`src/rtl/comb_result_fifo.sv`:
```
// Registered result buffer for the comb_test block: a power-of-two FIFO with a
// rotate-XOR signature over accepted words and a count of delivered words.
module comb_result_fifo #(
  parameter int unsigned Size  = 1,
  parameter int unsigned Depth = 4
) (
  input  logic                    clk_i,
  input  logic                    reset_i,
  input  logic                    in_valid_i,
  input  logic [5*Size-1:0]       in_data_i,
  output logic                    in_ready_o,
  output logic                    out_valid_o,
  output logic [5*Size-1:0]       out_data_o,
  input  logic                    out_ready_i,
  output logic [$clog2(Depth):0]  count_o,
  output logic [5*Size-1:0]       sig_o,
  output logic [15:0]             xfer_cnt_o
);

  localparam int unsigned W     = 5 * Size;
  localparam int unsigned AddrW = $clog2(Depth);
  localparam int unsigned PtrW  = AddrW + 1;

  typedef logic [PtrW-1:0] ptr_t;

  logic [W-1:0] mem_q [Depth];
  ptr_t         wr_ptr_q, wr_ptr_d;
  ptr_t         rd_ptr_q, rd_ptr_d;
  logic [W-1:0] sig_q, sig_d;
  logic [15:0]  xfer_cnt_q, xfer_cnt_d;
  logic         full, empty, push, pop;

  // Extra pointer MSB distinguishes full from empty when the address bits match.
  always_comb begin
    empty = (wr_ptr_q == rd_ptr_q);
    full  = (wr_ptr_q[AddrW-1:0] == rd_ptr_q[AddrW-1:0]) &&
            (wr_ptr_q[AddrW] != rd_ptr_q[AddrW]);
    push  = in_valid_i && !full;
    pop   = out_ready_i && !empty;
  end

  always_comb begin
    wr_ptr_d   = wr_ptr_q;
    rd_ptr_d   = rd_ptr_q;
    sig_d      = sig_q;
    xfer_cnt_d = xfer_cnt_q;
    if (push) begin
      wr_ptr_d = wr_ptr_q + ptr_t'(1);
      sig_d    = {sig_q[W-2:0], sig_q[W-1]} ^ in_data_i;
    end
    if (pop) begin
      rd_ptr_d   = rd_ptr_q + ptr_t'(1);
      xfer_cnt_d = xfer_cnt_q + 16'd1;
    end
  end

  always_ff @(posedge clk_i) begin
    if (reset_i) begin
      wr_ptr_q   <= '0;
      rd_ptr_q   <= '0;
      sig_q      <= '0;
      xfer_cnt_q <= '0;
    end else begin
      wr_ptr_q   <= wr_ptr_d;
      rd_ptr_q   <= rd_ptr_d;
      sig_q      <= sig_d;
      xfer_cnt_q <= xfer_cnt_d;
    end
  end

  // Storage is deliberately left uncleared; only the pointers define contents.
  always_ff @(posedge clk_i) begin
    if (push && !reset_i) begin
      mem_q[wr_ptr_q[AddrW-1:0]] <= in_data_i;
    end
  end

  assign in_ready_o  = !full;
  assign out_valid_o = !empty;
  assign out_data_o  = mem_q[rd_ptr_q[AddrW-1:0]];
  assign count_o     = wr_ptr_q - rd_ptr_q;
  assign sig_o       = sig_q;
  assign xfer_cnt_o  = xfer_cnt_q;

endmodule

```
`config.mk`:
```
export PLATFORM = sky130hd
export DESIGN_NAME = comb_result_fifo
export DESIGN_NICKNAME = d
export VERILOG_FILES = /design/src/rtl/comb_result_fifo.sv
export SDC_FILE = /design/constraint.sdc
export NUM_CORES = 1
export LEC_CHECK = 0
export CAP_MARGIN = 20
export CORE_AREA = 5 5 99 110
export CTS_CLUSTER_SIZE = 28
export DETAILED_ROUTE_END_ITERATION = 8
export DIE_AREA = 0 0 104 115
export PLACE_DENSITY_LB_ADDON = 0.1
export SYNTH_ARGS = -nofsm -noshare
export SYNTH_HDL_FRONTEND = slang
export SYNTH_SLANG_ARGS = --single-unit
```
`constraint.sdc`:
```
create_clock -name clk_i -period 3.2 [get_ports clk_i]
set_input_delay 0.96 -clock clk_i [delete_from_list [all_inputs] [get_ports clk_i]]
set_output_delay 0.96 -clock clk_i [all_outputs]
set_load 0.01 [all_outputs]
```
==> Yosys cells after proc, flatten, opt, wreduce, memory -nomap -nowiden <==
Memories as Yosys holds them, arrays and structs flattened. A register that Yosys moved wholly into a read port is not among the register bits.
Cells that the tools add are included.
{ "word_totals": {"ff_bits": 27, "mem_bits_rw": 20, "in_bits": 9, "out_inout_bits": 31, "word_cells": 24, "memories": 1} }
{ "classes": {"addsub": 4, "n_eq_ne": 3, "mux": 4, "bitwise_logic": 1, "n_reduce_logical": 7} }
{ "mem_list": {"columns": ["name", "depth", "word_bits", "read_ports", "rd_ports_with_merged_regs", "wr", "line_no", "rtl"], "rows": [
  ["mem_q", 4, 5, 1, 1, 1, "26", "logic [W-1:0] mem_q [Depth];"]
]} }
{ "ops": {"columns": ["op", "n"], "rows": [
  ["adder 16 x 1 -> 16 bit, second input constant", 1],
  ["adder 3 x 1 -> 3 bit, second input constant", 2],
  ["bitwise XOR 5 bit", 1],
  ["logical AND 1 bit", 4],
  ["two-way mux 2 bit", 2],
  ["equality test 3 bit", 1],
  ["zero test 1 bit", 3],
  ["subtractor 3 bit", 1],
  ["equality test 2 bit", 1],
  ["two-way mux 1 bit", 2],
  ["inequality test 1 bit", 1]
]} }

==> Depth between registers and ports, before layout <==
Gate-level depths: netlist (run 1).
{ "depth": {"ltp_word": 7, "mapped_depth": 8, "depth_no_buf": 6} }

==> Worst setup path before layout (run 1) <==
No wires, ideal clock.
{ "synth_timing": {"path_type": "reg2out", "startpoint": "register wr_ptr_q[0]", "endpoint": "output port count_o[2]", "arrival_ps": 1279, "path_slack_ps": 961, "path_stages_with_launch": 5, "cell_sequence": "dfxtp_1 > inv_1 > ha_1 > fa_1 > xnor2_1"} }
{ "synth_between": {"elab_chain_len": 1} }
{ "synth_rtl": {"columns": ["item", "line_no", "rtl"], "rows": [
  ["from (decl)", "27", "ptr_t wr_ptr_q, wr_ptr_d;"],
  ["from (signal assigned)", "64", "wr_ptr_q <= wr_ptr_d;"],
  ["subtractor 3 bit", "81", "assign count_o = wr_ptr_q - rd_ptr_q;"],
  ["to (decl)", "15", "output logic [$clog2(Depth):0] count_o,"]
]} }
No other way between the ends.

==> Worst setup path after layout (run 1) <==
Same ends and word-level chain as after synthesis.

==> results of run 1 <==
per-stage QoR:
stage	power (uW)	util
6_report	1410	0.286
5_1_grt	1500	0.286
4_1_cts	1430	0.286
3_5_place_dp	1060	0.276
3_3_place_gp	1060	0.276
2_1_floorplan	902	-
registers in the layout (all words and copies together), names as in the netlist, named ones only:
name and count:
mem_q 20, xfer_cnt_o 16, wr_ptr_q 3, sig_o 5, rd_ptr_q 3
power breakdown:
part,internal (uW),switching (uW),total (uW)
Combinational,170,142,312
Clock,155,214,370
Sequential,682,43.5,726
path summary, 6_finish.rpt:
check	start	to	slack [ns]	cells past startpoint
max	wr_ptr_q[0]	count_o[2]	0.14	5
min	xfer_cnt_o[15]	xfer_cnt_o[15]	0.49	2
max reg2reg	wr_ptr_q[0]	mem_q[0][2]	0.84	6
min reg2reg	xfer_cnt_o[15]	xfer_cnt_o[15]	0.49	2
routing by layer:
| layer | wire length, um | up-vias |
|---|---|---|
| li1 | - | 750 |
| met1 | 2500 | 715 |
| met2 | 2270 | 39 |
| met3 | 177 | 5 |
| met4 | 48 | 0 |
| met5 | 0 | - |
area by class of cell:
type | count | area (sq um) | share of cell area
repair buffers | 41 | 405 | 0.146
clock buffers | 5 | 68.8 | 0.0248
flip-flops and latches | 49 | 1180 | 0.426
inverters | 6 | 22.5 | 0.00812
multi-input cells | 121 | 923 | 0.333
well taps | 120 | 150 | 0.0541
clock inverters | 3 | 22.5 | 0.00812
critical path: cells and delay by family, from the launching register on:
| family | cells | cell delay (ns) |
|---|---|---|
| fa+ha+maj | 2 | 0.58 |
| flops | 1 | 0.41 |
| xor+xnor | 1 | 0.16 |
| buf+inv | 2 | 0.65 |
logic make-up (layout without fill, tap and decap cells):
group / after synthesis / count (layout) / share of synthesized area
and+or+nand+nor: 53 / 53 / 0.124
DFF: 49 / 49 / 0.546
AOI/OAI and AO/OA: 32 / 32 / 0.100
xor gates and xnor gates: 19 / 19 / 0.0803
buffers and inverters: 14 / 55 / 0.0283
adders and majority gates: 9 / 9 / 0.0555
muxes: 8 / 8 / 0.0659
placed cells by master, fill, tap and decap left out, types with 5 or more instances in the layout:
cell type	instances
sky130_fd_sc_hd__a211oi_1	7
sky130_fd_sc_hd__clkbuf_8	5
sky130_fd_sc_hd__clkdlybuf4s50_1	39
sky130_fd_sc_hd__nor2_1	20
sky130_fd_sc_hd__inv_1	6
sky130_fd_sc_hd__mux4_2	5
sky130_fd_sc_hd__nand2_1	9
sky130_fd_sc_hd__xor2_1	7
sky130_fd_sc_hd__or4_1	7
sky130_fd_sc_hd__dfxtp_1	29
sky130_fd_sc_hd__o31ai_1	7
sky130_fd_sc_hd__ha_1	8
sky130_fd_sc_hd__edfxtp_1	20
sky130_fd_sc_hd__a21oi_1	9
sky130_fd_sc_hd__xnor2_1	11
timing repair:
item,CTS,global route
resized for setup,0,1
endpoints found under the setup margin,0,1
buffers inserted,0,0
==> impl_summary.log, run 1 <==
INFO  metric num_io_pins = 40
INFO  metric fillerInstances = ~1100
INFO  metric worstSkewPairLatency = 0.30 ns
INFO  metric antenna_violations_before_repair = 0
INFO  metric cp-end-kind = output pin
INFO  metric synth.ff_latch_count = 49
INFO  metric finalClockSkew = 0.0102 ns
INFO  metric final_layout_size_suffix_gt1_frac = 0.0800
INFO  metric postRouteAntennaNets = 0
INFO  metric dp_hpwl = approximately 3600 um
INFO  metric cts_hold_buf = 0
INFO  metric yosysWarningCount = 0
INFO  metric status = complete, no violations
INFO  metric period_share = 0.957
INFO  metric post_synth_inst_count = 184
INFO  metric globalRouteTotalUtil = 0.0864
INFO  metric final_hold_viol_count = 0
INFO  metric detailed_place.area = 0.00268 sq mm
INFO  metric finalHoldWorstSlack = about 0.49 ns
INFO  metric timing.slew.headroom = 0.633
INFO  metric route.detailed.wl_per_inst = 14.5 um
INFO  metric final.setup.worst_slack = ~0.14 ns
INFO  metric timing.fmax = 326 MHz
INFO  metric synthFlopType = sky130_fd_sc_hd__dfxtp_1
INFO  metric fp.dieArea = 0.0120 sq mm
INFO  metric clock_sinks = 49
INFO  metric required = 2.24 ns
INFO  metric p_leak = 0.000921 uW
INFO  metric syn_area_per_cell = between 10 and 15 sq um
INFO  metric yosys.cell_count.top_type = sky130_fd_sc_hd__dfxtp_1
INFO  metric synthesis.area = about 0.0022 sq mm
INFO  metric async_set_reset_flop_share_out_of_synthesis = 0
INFO  metric finalCriticalPeriod = about 3 ns
INFO  metric globalplace.congestion = 0.677
INFO  metric worst_hold_path_type = register to register
INFO  metric fp.coreArea = about 0.0097 sq mm
INFO  metric die_height = 115 um
INFO  metric grt_pass1_vias = ~1600
INFO  metric setup.worst_path.start_class = register
INFO  metric postRouteWirelength = 5000 um
INFO  metric drc = 0
INFO  metric clkSlewWorstSetupHoldPaths = 0.10 ns
INFO  metric dpl_worst_slack = between 0.4 and 0.5 ns
INFO  metric antennaDiodeCount = 0
INFO  metric critPathMaxFanout = 4
INFO  metric slowest_delay = 0.55 ns
INFO  metric die_width = 104 um
INFO  metric cts_buffer_depth = 2
INFO  metric critical-path-slowest-cell = sky130_fd_sc_hd__clkdlybuf4s50_1
INFO  metric grt_use_met1 = 0.116
INFO  metric p_per_area = 507 mW/mm^2
INFO  metric drv_cap = 0
INFO  metric worst-slew-pin-transition = approximately 0.54 ns
INFO  metric final_net_count = 242
INFO  metric cp.arrival = 2.10 ns
INFO  metric busiest_grt_layer = met2
INFO  metric globalRoute.totalOverflow = 0
INFO  metric io_buffer_count = 39
INFO  metric root_buffer = sky130_fd_sc_hd__clkbuf_8
INFO  metric start_util = 0.223
INFO  metric vias = between 1500 and 2000
INFO  metric drt_first_iter_violations = 31
INFO  metric row_count = 38
INFO  metric edff_count_synth = 20
INFO  metric globalRouteMet3Util = 0.0230
INFO  metric synth_largest_area_cell = sky130_fd_sc_hd__edfxtp_1
INFO  metric area_fraction_of_the_dominant_cell_type_after_synthesis = 0.277
INFO  metric fin_setup_tns = 0 ns
INFO  metric cts_inserted_buffers = 5
INFO  metric post_layout_nonfiller_instances = 345
INFO  metric globalRouteMet2Util = 0.138
INFO  metric grt_setup_unrepaired = no
INFO  metric avgViaCountPerCell = about 4.4
INFO  metric setup_viol = 0
INFO  metric maxSlewViolCount = 0
INFO  metric vdd_drop_max = roughly 0.15 mV
INFO  metric placed_cells = 337
INFO  metric drt-pass1-iter-count = 4
INFO  metric path_cells = inv_1 -> ha_1 -> fa_1 -> xnor2_1 -> clkdlybuf4s50_1
INFO  metric area.growth.synth_to_final = 28.2%
INFO  metric grt_max_degree = 29
INFO  metric synth-seq-area-share = 0.546
INFO  metric syn_nets = 202
INFO  metric kind_of_critical_path = register to output pin
INFO  metric finish.instance_area = between 0.002 and 0.003 sq mm
INFO  metric grt_first_pass_wirelength = 8250 um
INFO  metric synthDistinctLibCells = 32
INFO  metric post_synth_most_frequent_cells = 29 x sky130_fd_sc_hd__dfxtp_1, 20 x sky130_fd_sc_hd__edfxtp_1, 20 x sky130_fd_sc_hd__nor2_1
INFO  metric netlist_top_cells_area = sky130_fd_sc_hd__edfxtp_1 28%, sky130_fd_sc_hd__dfxtp_1 27%, sky130_fd_sc_hd__mux4_2 5.2%
INFO  metric tritoncts = built
INFO  metric htree_num_levels = 2
No activity file was read; power rests on OpenSTA's default activity.
==> run 2, diff against run 1 <==
CORE_AREA = 5 5 66 74   (was 5 5 99 110)
DIE_AREA = 0 0 71 79   (was 0 0 104 115)
TNS_END_PERCENT = 1   (was unset)
==> impl_summary.log, run 2 (synthesized netlist as in run 1, its figures left out) <==
INFO  metric status = complete, no violations
INFO  metric power_frac_seq = 0.522
INFO  metric worst_hold_path_type = register to register
INFO  metric p_per_area = 516 mW/mm^2
INFO  metric route.detailed.wl_per_inst = 15.2 um
INFO  metric path_cells = inv_1 -> ha_1 -> fa_1 -> xnor2_1 -> clkdlybuf4s50_1
INFO  metric worst_flop_to_flop_path_startpoint = wr_ptr_q[0]
INFO  metric htree_num_levels = 2
INFO  metric power_frac_clock = 0.258
INFO  metric postRouteAntennaNets = 0
INFO  metric antennaDiodeCount = 0
INFO  metric avgViaCountPerCell = 5.36
INFO  metric globalRoute.totalOverflow = 0
INFO  metric required = 2.24 ns
INFO  metric cts_hold_buf = 0
INFO  metric critPathMaxFanout = 4
INFO  metric vdd_drop_max = between 0.3 and 0.4 mV
INFO  metric clock_sinks = 49
INFO  metric fp.coreArea = approximately 0.0041 sq mm
INFO  metric largest_reg_flops = 20
INFO  metric p_leak = 0.000917 uW
INFO  metric globalRouteTotalUtil = 0.165
INFO  metric globalplace.congestion = 0.801
INFO  metric drv_cap = 0
INFO  metric fillerInstances = 358
INFO  metric dpl_worst_slack = 0.425 ns
INFO  metric critical-path-slowest-cell = sky130_fd_sc_hd__clkdlybuf4s50_1
INFO  metric slowest_delay = 0.55 ns
INFO  metric drc = 0
INFO  metric drt-pass1-iter-count = 4
INFO  metric netSwitchingFraction = 0.275
INFO  metric switchingPower = around 380 uW
INFO  metric area.growth.synth_to_final = 24.2%
INFO  metric fin_setup_tns = 0 ns
INFO  metric tritoncts = built
INFO  metric grt_setup_unrepaired = no
INFO  metric postRouteWirelength = approximately 4300 um
INFO  metric grt_max_degree = 29
INFO  metric cell_internal_pwr = 1010 uW
INFO  metric worstSetupStartpoint = wr_ptr_q[0]
INFO  metric hold_start = xfer_cnt_o[15]
INFO  metric fp.dieArea = 0.00561 sq mm
INFO  metric num_io_pins = 40
INFO  metric setup.worst_path.start_class = register
INFO  metric clkSlewWorstSetupHoldPaths = around 0.090 ns
INFO  metric die_width = 71 um
INFO  metric min_delay_path_depth = 2
INFO  metric timing.hold.worst_endpoint = xfer_cnt_o[15]
INFO  metric cp.arrival = 2.10 ns
INFO  metric worstSkewPairLatency = 0.30 ns
INFO  metric cp-end-kind = output pin
INFO  metric cts_inserted_buffers = 5
INFO  metric final_layout_size_suffix_gt1_frac = 0.0756
INFO  metric p_comb_frac = 0.220
INFO  metric finalCriticalPeriod = 3.06 ns
INFO  metric final_net_count = 242
INFO  metric mostFrequentLayoutCells = 39 x sky130_fd_sc_hd__clkdlybuf4s50_1, 29 x sky130_fd_sc_hd__dfxtp_1, 20 x sky130_fd_sc_hd__nor2_1, 20 x sky130_fd_sc_hd__edfxtp_1, 11 x sky130_fd_sc_hd__xnor2_1
INFO  metric r2r_path_end = mem_q[1][0]
INFO  metric grt_pass1_vias = 1532
INFO  metric kind_of_critical_path = register to output pin
INFO  metric worst-slew-pin-transition = 0.541 ns
INFO  metric io_buffer_count = 39
INFO  metric vias = 1495
INFO  metric start_util = 0.524
INFO  metric reg2reg_setup_slack = 0.90 ns
INFO  metric drt_first_iter_violations = 73
INFO  metric setup_viol = 0
INFO  metric timing.slew.headroom = 0.630
INFO  metric timing.fmax = ~330 MHz
INFO  metric final_core_utilization = 0.651
INFO  metric grt_first_pass_wirelength = 7310 um
INFO  metric period_share = 0.958
INFO  metric cts_buffer_depth = 2
INFO  metric antenna_violations_before_repair = 0
INFO  metric row_count = 25
INFO  metric final_hold_viol_count = 0
INFO  metric cts_setup_buffers = 0
INFO  metric cts.repair.resized = 0
INFO  metric worst_r2r_path_depth = 6
INFO  metric finalClockSkew = 0.00453 ns
INFO  metric final.setup.worst_slack = 0.135 ns
INFO  metric die_height = ~79 um
INFO  metric dp_hpwl = approximately 3100 um
INFO  metric root_buffer = sky130_fd_sc_hd__clkbuf_8
INFO  metric maxSlewViolCount = 0
INFO  metric final_common_cell = sky130_fd_sc_hd__clkdlybuf4s50_1
==> run 2: changes by cell type in the layout (fill, tap and decap cells not counted), sizes merged <==
cell	delta
clkinv	-2
clkinvlp	+1
inv	+1
==> run 2: layer usage <==
metal | part of all wire | up-vias | track usage | routed length, um
met5 | 0 | - | 0 | 0
met4 | 0.0094 | 0 | 0.0545 | 40
met3 | 0.055 | 5 | 0.0506 | 232
met2 | 0.52 | 36 | 0.283 | 2210
met1 | 0.42 | 707 | 0.197 | 1770
li1 | - | 747 | - | -
==> run 2: cell type report <==
cell class	instances	area, sq um	area share
clock buffers	5	68.8	0.0256
flip-flops and latches	49	1180	0.439
clock inverters	3	21.3	0.00791
multi-input cells	121	922	0.343
well taps	54	67.6	0.0251
repair buffers	41	405	0.151
inverters	6	22.5	0.00838
==> run 2: worst max-delay path by stage <==
| stage | depth (start not counted) | slack (ns) | end |
|---|---|---|---|
| after floorplan | 4 | 0.96 | count_o[2] |
| after global placement | 5 | 0.49 | count_o[2] |
| after detailed placement | 5 | 0.42 | count_o[2] |
| after CTS | 5 | 0.10 | count_o[2] |
| after global routing | 5 | 0.04 | count_o[2] |
| final | 5 | 0.14 | count_o[2] |
==> run 2: power groups by stage <==
stage | clock, uW | combinational (uW) | sequential, uW
2_1_floorplan | 0 | 178 | 725
3_3_place_gp | 0 | 299 | 737
3_5_place_dp | 0 | 307 | 739
4_1_cts | 368 | 310 | 724
5_1_grt | 400 | 333 | 731
6_report | 358 | 306 | 724
==> run 2: through the flow <==
stage / cell area (sq um) / hold slack, ns / cells / power (uW)
global placement: 2600 / 0.470 / 271 / 1040
global route: 2690 / 0.525 / 279 / 1460
finish: 2690 / 0.491 / 279 / 1390
CTS: 2690 / 0.493 / 279 / 1400
detailed placement: 2600 / 0.474 / 271 / 1050
floorplan: 2160 / 0.496 / 184 / 902
==> run 2: worst max-delay path: cells and delay by family, from the launching register on <==
family / cells / cell delay [ns]
DFF: 1 / 0.40
buffers and inverters: 2 / 0.65
adders and majority gates: 2 / 0.60
xor gates and xnor gates: 1 / 0.16
